[config.mk]
export PLATFORM = sky130hd
export DESIGN_NAME = dev_dma_copy
export DESIGN_NICKNAME = d
export VERILOG_FILES = /design/src/rtl/dev_dma_copy.sv
export SDC_FILE = /design/constraint.sdc
export NUM_CORES = 1
export LEC_CHECK = 0
export ABC_CLOCK_PERIOD_IN_PS = 2000
export CAP_MARGIN = 20
export CORE_MARGIN = 5
export CORE_UTILIZATION = 46
export CTS_CLUSTER_SIZE = 25
export DETAILED_ROUTE_END_ITERATION = 7
export PLACE_DENSITY = 0.72
export SETUP_SLACK_MARGIN = 0.4
export SLEW_MARGIN = 5
export SYNTH_ARGS = -nofsm -noshare
export SYNTH_HDL_FRONTEND = slang
export SYNTH_SLANG_ARGS = --single-unit
[constraint.sdc]
create_clock -name cpu_clk -period 2 [get_ports cpu_clk]
set_input_delay 0.4 -clock cpu_clk [delete_from_list [all_inputs] [get_ports cpu_clk]]
set_output_delay 0.4 -clock cpu_clk [all_outputs]
set_load 0.05 [all_outputs]
[src/rtl/dev_dma_copy.sv]
// PICO16a bus-initiator block copy engine: RD/CAP/WR per word under a req/gnt handshake.
// Optional fill mode (constant data to successive addresses) enabled by DMA_FILL_EN.
module dev_dma_copy #(
    parameter int LEN_W = 13
) (
    input  logic             cpu_clk,
    input  logic             rst,
    input  logic             start,
    input  logic [15:0]      src_adrs,
    input  logic [15:0]      dst_adrs,
    input  logic [LEN_W-1:0] len,
`ifdef DMA_FILL_EN
    input  logic             fill_mode,
    input  logic [15:0]      fill_data,
`endif
    output logic             busy,
    output logic             done,
    output logic             bus_req,
    input  logic             bus_gnt,
    output logic [15:0]      adrs,
    output logic             we,
    output logic [15:0]      to_dev,
    input  logic [15:0]      from_dev
);

    typedef enum logic [2:0] {IDLE, REQ, RD, CAP, WR, FIN} state_t;

    state_t           state, state_n;
    logic [15:0]      src, src_n, dst, dst_n, data, data_n;
    logic [LEN_W-1:0] cnt, cnt_n;
    logic             fill;
    logic [15:0]      fdata;

    logic             busy_n, req_n, done_n, we_n;
    logic [15:0]      adrs_n, to_dev_n;

`ifdef DMA_FILL_EN
    always_ff @(posedge cpu_clk or negedge rst) begin
        if (!rst) begin
            fill  <= 1'b0;
            fdata <= 16'h0000;
        end else if (state == IDLE && start) begin
            fill  <= fill_mode;
            fdata <= fill_data;
        end
    end
`else
    assign fill  = 1'b0;
    assign fdata = 16'h0000;
`endif

    always_comb begin
        state_n = state;
        src_n   = src;
        dst_n   = dst;
        cnt_n   = cnt;
        data_n  = data;
        unique case (state)
            IDLE: begin
                if (start) begin
                    src_n   = src_adrs;
                    dst_n   = dst_adrs;
                    cnt_n   = len;
                    state_n = (len != '0) ? REQ : FIN;
                end
            end
            REQ: begin
                if (bus_gnt) state_n = fill ? WR : RD;
            end
            RD:  state_n = CAP;
            CAP: begin
                data_n  = from_dev;
                state_n = WR;
            end
            WR: begin
                src_n = src + 16'd1;
                dst_n = dst + 16'd1;
                cnt_n = cnt - 1'b1;
                // Grant is re-examined only here; a word in flight always finishes.
                if (cnt_n == '0)  state_n = FIN;
                else if (bus_gnt) state_n = fill ? WR : RD;
                else              state_n = REQ;
            end
            FIN:     state_n = IDLE;
            default: state_n = IDLE;
        endcase
    end

    // Outputs are registered images of the state being entered.
    always_comb begin
        busy_n   = 1'b0;
        req_n    = 1'b0;
        done_n   = 1'b0;
        we_n     = 1'b0;
        adrs_n   = 16'h0000;
        to_dev_n = 16'h0000;
        case (state_n)
            REQ: begin
                busy_n = 1'b1;
                req_n  = 1'b1;
            end
            RD, CAP: begin
                busy_n = 1'b1;
                req_n  = 1'b1;
                adrs_n = src_n;
            end
            WR: begin
                busy_n   = 1'b1;
                req_n    = 1'b1;
                we_n     = 1'b1;
                adrs_n   = dst_n;
                to_dev_n = fill ? fdata : data_n;
            end
            FIN:     done_n = 1'b1;
            default: ;
        endcase
    end

    always_ff @(posedge cpu_clk or negedge rst) begin
        if (!rst) begin
            state   <= IDLE;
            src     <= 16'h0000;
            dst     <= 16'h0000;
            cnt     <= '0;
            data    <= 16'h0000;
            busy    <= 1'b0;
            bus_req <= 1'b0;
            done    <= 1'b0;
            we      <= 1'b0;
            adrs    <= 16'h0000;
            to_dev  <= 16'h0000;
        end else begin
            state   <= state_n;
            src     <= src_n;
            dst     <= dst_n;
            cnt     <= cnt_n;
            data    <= data_n;
            busy    <= busy_n;
            bus_req <= req_n;
            done    <= done_n;
            we      <= we_n;
            adrs    <= adrs_n;
            to_dev  <= to_dev_n;
        end
    end

endmodule
==> results.json, run 1 <==
{
  "p_per_area_nw_per_um2": 1550,
  "io_pins": 101,
  "num_vias": 5091,
  "met2_usage_pct": 39.1,
  "setup_viol": 12,
  "cts_hold_buf": 0,
  "portBuffers": 100,
  "syn_area_um2": 4810,
  "dieArea_um2": 12600,
  "worstHoldPathType": "in2async",
  "maxCapViolations": 0,
  "first_pass_iters": 6,
  "antenna_cells": 0,
  "p_leak_nw": 3.06,
  "cts_tree": "yes",
  "die_x_um": 112,
  "num-fill-cells": 791,
  "wirelength_mm": 16.5,
  "drive_above_1_share_pct": 32.2,
  "avgSynthCellArea_um2": 8.72,
  "cts_htree_levels": 3,
  "crit_path_end_kind": "flip-flop",
  "ys_seq_area_share_pct": 43.2,
  "via_per_inst": 6.05,
  "syn_nets": 621,
  "gr-max-usage-layer": "met2",
  "yosysUniqueCellTypes": 65,
  "dpl_cell_area_um2": 6210,
  "final_cell_mix": "76 x dfrtp_1, 68 x nor2_1, 62 x clkdlybuf4s50_1",
  "yosys_warnings": 0,
  "yosys.area.top_type": "dfrtp_1",
  "grt_pass1_wl_mm": 24.1,
  "place_congestion": 0.895,
  "std_cell_rows": 37,
  "fin_setup_tns_ps": -384,
  "cp.required_ps": 2260,
  "die_y_um": 112,
  "finish.utilization_pct": 69.7,
  "core_area_um2": 10300,
  "peakVddDrop_uv": 853,
  "drt_iter0_drc": 421,
  "rsz0062_at_grt": "true",
  "violations": "hold timing, setup timing",
  "finalHoldViolCount": 1,
  "grt_pass1_vias": 4459,
  "postRouteAntennaNets": 0,
  "dp_hpwl_mm": 10.2,
  "track_usage_pct": 23.6,
  "final_max_slew_viol_count": 0,
  "nets": 770,
  "drc": 0,
  "synth_flop_cell": "dfrtp_1",
  "grt_remaining_overflow": 0,
  "cp_cell_sequence": "inv_2 > ha_4 > or4b_4 > or3_4 > nor4_4 > nand4_1 > o311a_1",
  "met1_usage_pct": 32.1,
  "clkLatencyLatePin_ps": 370,
  "hold_slack_ps": -1.63,
  "start_kind": "flip-flop",
  "outcome": "finished, violations left",
  "slew_headroom_pct": 63.9,
  "setup_ws_ps": -108,
  "numCtsBuffers": 9,
  "cts_root_buf": "clkbuf_8",
  "path_class": "reg2reg",
  "critical_path.max_stage_delay_ps": 470,
  "layout_commonest_cell": "dfrtp_1",
  "cts_sinks": 83,
  "fin_crit_ps": 2110,
  "synthCells": 552,
  "antenna_found_initial": 0,
  "synth_edf_count": 0,
  "floorplan.initialDensity_pct": 46.8,
  "grt_util_met3_pct": 3.99,
  "fmax_ghz": 0.474,
  "area_growth_pct": 48.9,
  "synth_area_leaders": "dfrtp_1 43%, nor2_1 6.4%, a21oi_1 5.5%",
  "design_area_um2": 7160,
  "grt_max_degree": 80,
  "clk_path_buf_depth": 2,
  "path_max_fanout": 3,
  "finClkSkew_ps": 14.5,
  "synth_top_cell_area_share_pct": 43.2,
  "min_period_over_period_pct": 105,
  "async_reset_ff_share_pct": 100,
  "cp_slowest_cell": "or4b_4",
  "dp_slack_ps": -78.2,
  "arrival_ps": 2370,
  "routedWlPerCell_um": 19.6,
  "ys_ff_latch": 83,
  "worst_slew_pin_slew_ps": 541,
  "clk_pin_slew_ps": 100
}
-- cells in the mapped netlist, types with 5 or more instances --
cell	number
nor2_1	82
and3_1	17
o21ai_1	18
mux2i_1	13
o21ai_0	13
o22ai_1	19
and4_1	8
a311oi_1	5
and2_1	18
or3_1	6
nand3b_1	5
a22o_1	10
dfrtp_1	83
nand4_1	9
a21oi_1	53
inv_1	7
buf_2	8
nand2_1	25
nor4_1	6
nand3_1	20
o221a_2	7
clkbuf_1	36
nor3_1	13
-- flip-flops by register name, indices dropped and copies added (netlist names) --
signal   flops
adrs        16
dst         16
src         16
to_dev      16
cnt         13
state        3
bus_req      1
done         1
we           1
-- worst paths after layout --
| kind | from | to | slack, ps | cells after the start |
|---|---|---|---|---|
| hold / removal | rst | dst[1] | -2 | 1 |
| max in group asynchronous | rst | dst[2] | 1390 | 2 |
| hold reg to reg | dst[5] | dst[5] | 600 | 1 |
| setup reg to reg | cnt[0] | cnt[12] | -110 | 7 |
| setup / recovery | cnt[0] | cnt[12] | -110 | 7 |
| min in group cpu_clk | from_dev[13] | to_dev[13] | 580 | 2 |
-- cell families (layout without fill, tap and decap cells) --
group	Yosys count	in the layout	synth area share [%]
AND/OR/NAND/NOR	226	226	24.8
AO/OA/AOI/OAI	161	161	22.0
flip-flops	83	83	43.2
buffers and inverters	58	212	4.97
multiplexers	15	15	3.17
XOR/XNOR	5	5	0.910
adder cells (fa/ha/maj)	4	4	1.04
-- layout make-up --
cell class              instances  area [um2]  share of cell area [%]
clock buffers                   9         124                    1.73
clock inverters                 7        57.6                   0.803
inverters                      10        48.8                   0.681
multi-input cells             411        2870                    40.0
flip-flops and latches         83        2090                    29.1
well taps                     136         170                    2.38
repair buffers                186        1810                    25.3
-- timing repair --
| item | in CTS | in global routing |
|---|---|---|
| buffers inserted | 11 | 25 |
| gates resized for setup | 144 | 73 |
| gates cloned | 2 | 2 |
| setup endpoints to repair | 98 | 62 |
| pin swaps | 13 | 22 |
-- per-layer routing --
metal | up-vias | part of all wire (%)
li1 | 2328 | -
met1 | 2450 | 40
met2 | 260 | 50
met3 | 53 | 7.3
met4 | 0 | 3.2
met5 | - | 0
-- report_power, final --
group          internal, mW  switching [mW]
Combinational          2.98            3.78
Sequential             2.36           0.820
Clock                 0.471           0.712
-- worst max-delay path: cells and delay by family (launching register included) --
| kind | cells | cell delay [ps] |
|---|---|---|
| and+or+nand+nor | 4 | 1180 |
| DFF | 1 | 440 |
| adders and majority gates | 1 | 140 |
| AOI/OAI and AO/OA | 1 | 160 |
| buffers and inverters | 1 | 90 |
-- per-stage QoR --
stage          hold slack, ps  std cells  power (mW)
3_3_place_gp              419        786        8.22
6_report                -1.63        842        11.1
4_1_cts                  19.1        815        10.1
3_5_place_dp              418        786        8.39
2_1_floorplan             104        552        6.62
5_1_grt                  34.4        842        11.7
Note: power is estimated with default switching activity, not from simulation.
==> run 2, diff against run 1 <==
==> constraint.sdc (replaced) <==
create_clock -name cpu_clk -period 2 [get_ports cpu_clk]
set_input_delay 0.3 -clock cpu_clk [delete_from_list [all_inputs] [get_ports cpu_clk]]
set_output_delay 0.3 -clock cpu_clk [all_outputs]
set_load 0.05 [all_outputs]
==> results.json, run 2 (synthesis gave the netlist of run 1 again) <==
{
  "internal_power_mw": 6.11,
  "num_vias": 5173,
  "clk_pin_slew_ps": 100,
  "p_sw_share_pct": 47.7,
  "p_seq_share_pct": 27.2,
  "first_pass_iters": 6,
  "die_y_um": 112,
  "cp_slowest_cell": "or4b_4",
  "min_period_over_period_pct": 103,
  "setup_ws_ps": -56.0,
  "path_class": "reg2reg",
  "via_per_inst": 6.16,
  "fin_crit_ps": 2060,
  "cts_tree": "yes",
  "worst-path-buf-inv": 1,
  "grt_remaining_overflow": 0,
  "p_comb_share_pct": 61.9,
  "clockPowerShare_pct": 11.0,
  "cts_sinks": 83,
  "drive_above_1_share_pct": 31.3,
  "design_area_um2": 7400,
  "dieArea_um2": 12600,
  "rsz0062_at_grt": "true",
  "cp.required_ps": 2270,
  "path_max_fanout": 3,
  "floorplan.initialDensity_pct": 46.8,
  "clk_path_buf_depth": 2,
  "die_x_um": 112,
  "final_max_slew_viol_count": 0,
  "maxCapViolations": 0,
  "postRouteAntennaNets": 0,
  "std_cell_rows": 37,
  "dp_hpwl_mm": 10.3,
  "layout_commonest_cell": "dfrtp_1",
  "nets": 768,
  "worst_slew_pin_slew_ps": 673,
  "slew_headroom_pct": 54.8,
  "p_leak_nw": 3.20,
  "cts_htree_levels": 3,
  "arrival_ps": 2330,
  "dp_slack_ps": -70.3,
  "cts_root_buf": "clkbuf_8",
  "area_growth_pct": 53.7,
  "hold_slack_ps": 438,
  "violations": "setup timing",
  "outcome": "finished, violations left",
  "cp_cell_sequence": "inv_2 > ha_4 > or4b_4 > or3_4 > nor4_4 > nand4_1 > o311a_1",
  "track_usage_pct": 23.6,
  "drc": 0,
  "clkLatencyLatePin_ps": 370,
  "worstHoldPathType": "in2async",
  "critical_path.max_stage_delay_ps": 470,
  "antenna_cells": 0,
  "p_per_area_nw_per_um2": 1580,
  "grt_max_degree": 48,
  "io_pins": 101,
  "place_congestion": 0.855,
  "crit_path_end_kind": "flip-flop",
  "antenna_found_initial": 0,
  "grt_pass1_wl_mm": 24.0,
  "drt_iter0_drc": 468,
  "dpl_cell_area_um2": 6210,
  "grt_pass1_vias": 4662,
  "finClkSkew_ps": 16.4,
  "start_kind": "flip-flop",
  "wirelength_mm": 17.2,
  "finalHoldViolCount": 0,
  "cp_top_family": "simple AND/OR/NAND/NOR gates",
  "peakVddDrop_uv": 902,
  "fmax_ghz": 0.486,
  "core_area_um2": 10300,
  "portBuffers": 100,
  "numCtsBuffers": 9,
  "setup_viol": 12,
  "final_cell_mix": "78 x dfrtp_1, 62 x clkdlybuf4s50_1, 56 x buf_4",
  "finish.utilization_pct": 72.0,
  "p_sw_mw": 5.56,
  "routedWlPerCell_um": 20.5
}
-- run 2: stage by stage --
step,instances,power [mW],setup TNS [ps]
2_1_floorplan,552,6.61,-216
3_3_place_gp,790,8.25,-41.5
3_5_place_dp,790,8.40,-422
4_1_cts,823,10.1,0
5_1_grt,840,12.3,-1650
6_report,840,11.7,-320
-- run 2: metal layers --
layer	up-vias	global-route usage, %	routed length (um)
met4	0	8.17	659
met1	2494	29.8	6460
li1	2317	-	-
met5	-	0	0
met3	64	4.91	1510
met2	298	40.2	8600
-- run 2: worst paths after layout --
kind | from | end | slack (ps) | cells past startpoint
max in group asynchronous | rst | src[10] | 900 | 3
hold / removal | rst | cnt[1] | 440 | 2
setup / recovery | cnt[1] | cnt[12] | -60 | 7
setup reg to reg | cnt[1] | cnt[12] | -60 | 7
min in group cpu_clk | from_dev[10] | to_dev[10] | 480 | 2
hold reg to reg | dst[5] | dst[5] | 570 | 1
-- run 2: timing repair --
action                                 in CTS  in global routing
hold buffers                                1                  0
setup endpoints to repair                 109                 69
pin swaps                                  14                 44
resized for setup                          77                127
buffers inserted                           15                 13
endpoints found under the hold margin      35                  0
gates cloned                                1                  4
-- run 2: power groups by stage --
stage          sequential (mW)  clock [mW]  combinational [mW]
2_1_floorplan             3.51           0                3.10
3_5_place_dp              3.08           0                5.32
3_3_place_gp              3.05           0                5.20
6_report                  3.17        1.28                7.22
5_1_grt                   3.25        1.40                7.66
4_1_cts                   3.05        1.29                5.78
-- run 2: final cells by class --
cell class | count | area [um2]
fillers | 745 | 2880
well taps | 136 | 170
clock buffers | 9 | 124
multi-input cells | 411 | 3100
inverters | 10 | 47.5
repair buffers | 184 | 1790
clock inverters | 7 | 78.8
flip-flops and latches | 83 | 2080
==> run 3, diff against run 2 <==
ABC_CLOCK_PERIOD_IN_PS = 1700   (was 2000)
clock period = 1.7 ns   (was 2 ns; I/O delays follow)
==> results.json, run 3 (synthesis gave the netlist of run 1 again) <==
{
  "arrival_ps": 2300,
  "final_max_slew_viol_count": 0,
  "start_kind": "flip-flop",
  "dp_slack_ps": -366,
  "min_period_over_period_pct": 120,
  "wl_met1_mm": 7.03,
  "core_area_um2": 10300,
  "numCtsBuffers": 9,
  "die_y_um": 112,
  "routedWlPerCell_um": 20.4,
  "final_cell_mix": "131 x buf_4, 78 x dfrtp_1, 70 x nor2_1",
  "setup_viol": 34,
  "crit_path_end_kind": "flip-flop",
  "drive_above_1_share_pct": 42.3,
  "postRouteAntennaNets": 0,
  "cts_sinks": 83,
  "slew_headroom_pct": 67.7,
  "cts_root_buf": "clkbuf_8",
  "peakVddDrop_uv": 865,
  "dp_hpwl_mm": 10.7,
  "floorplan.initialDensity_pct": 46.8,
  "cp.required_ps": 1960,
  "num-fill-cells": 628,
  "p_leak_nw": 3.53,
  "grt_max_degree": 38,
  "worst_slew_pin_slew_ps": 472,
  "grt_pass1_wl_mm": 28.3,
  "cts_htree_levels": 3,
  "route.met3.wl_mm": 1.50,
  "place_congestion": 0.930,
  "area_growth_pct": 66.2,
  "finalHoldViolCount": 0,
  "clk_pin_slew_ps": 90,
  "num_vias": 5528,
  "first_pass_iters": 5,
  "clkLatencyLatePin_ps": 370,
  "maxCapViolations": 0,
  "grt_remaining_overflow": 0,
  "drc": 0,
  "grt_pass1_vias": 5529,
  "outcome": "finished, violations left",
  "drt_iter0_drc": 551,
  "fmax_ghz": 0.489,
  "cp-startpoint": "cnt[0]",
  "layout_commonest_cell": "buf_4",
  "rsz0062_at_grt": "true",
  "finish.utilization_pct": 77.8,
  "p_per_area_nw_per_um2": 1920,
  "wirelength_mm": 18.4,
  "highest_layer": "met4",
  "portBuffers": 100,
  "worstHoldPathType": "in2async",
  "die_x_um": 112,
  "antenna_found_initial": 0,
  "dieArea_um2": 12600,
  "finClkSkew_ps": 9.04,
  "via_per_inst": 6.13,
  "clk_path_buf_depth": 2,
  "rr_worst_depth": 7,
  "wl_met2_mm": 9.14,
  "path_max_fanout": 4,
  "antenna_cells": 0,
  "io_pins": 101,
  "violations": "setup timing",
  "path_class": "reg2reg",
  "multi_input_area_um2": 3130,
  "seq_area_um2": 2080,
  "cts_tree": "yes",
  "std_cell_rows": 37,
  "nets": 830,
  "setup_ws_ps": -346,
  "track_usage_pct": 27.9,
  "fin_crit_ps": 2050,
  "r2r_start": "cnt[0]"
}
## run 3: cell types whose count changed in the layout (fill, tap and decap cells not counted), moves of 7 or more
cell           before  now
buf_4              56  131
dlygate4sd2_1      31    0
nor2_1             55   70
nor2_4             23    8
buf_6              19   27
nand3_1            18   10
o21ai_2             5   12
## run 3: power by group
group | internal, mW | switching, mW
combinational | 4.91 | 5.44
sequential | 2.77 | 0.812
clock | 0.554 | 0.848
## run 3: repair_timing
| item | CTS | global route |
|---|---|---|
| pin swaps | 53 | 22 |
| resized for setup | 118 | 48 |
| gates cloned | 10 | 0 |
| hold buffers | 1 | 0 |
| buffers inserted | 35 | 10 |
| endpoints found under the hold margin | 28 | 0 |
| setup endpoints to repair | 83 | 73 |
## run 3: final timing paths
path / end / slack, ps
hold / removal: cnt[11] / 360
hold reg to reg: dst[5] / 580
max in group asynchronous: src[11] / 810
setup reg to reg: cnt[12] / -350
min in group cpu_clk: to_dev[15] / 430
setup / recovery: cnt[12] / -350
## run 3: per-stage QoR
stage	hold WS [ps]	cells	total power, mW	TNS, ps	instance area (um2)
global route	413	902	16.1	-9930	8000
finish	360	902	15.3	-6570	8000
global placement	228	830	10.4	-5900	6590
floorplan	-40.6	552	8.33	-5440	5140
detailed placement	229	830	10.6	-7470	6590
CTS	379	892	14.2	-5210	7710
## run 3: worst max-delay path: stages (launching register included)
cell     delay [ps]
dfrtp_1         420
inv_2            80
ha_4            140
or4b_4          470
or3_4           380
nor4_4          170
nand4_1         130
o311a_1         150
## run 3: final cells by class
cell class | count | share of cell area, %
Multi-Input combinational cell | 412 | 39.2
Timing Repair Buffer | 244 | 29.6
Sequential cell | 83 | 26.0
Tap cell | 136 | 2.13
Clock buffer | 9 | 1.55
Clock inverter | 7 | 0.751
Inverter | 10 | 0.688
Timing Repair inverter | 1 | 0.0782
## run 3: per-layer routing
layer | vias up | GRT usage [%]
met2 | 332 | 46.8
met3 | 79 | 4.91
met1 | 2655 | 34.8
li1 | 2462 | -
met4 | 0 | 13.4
met5 | - | 0
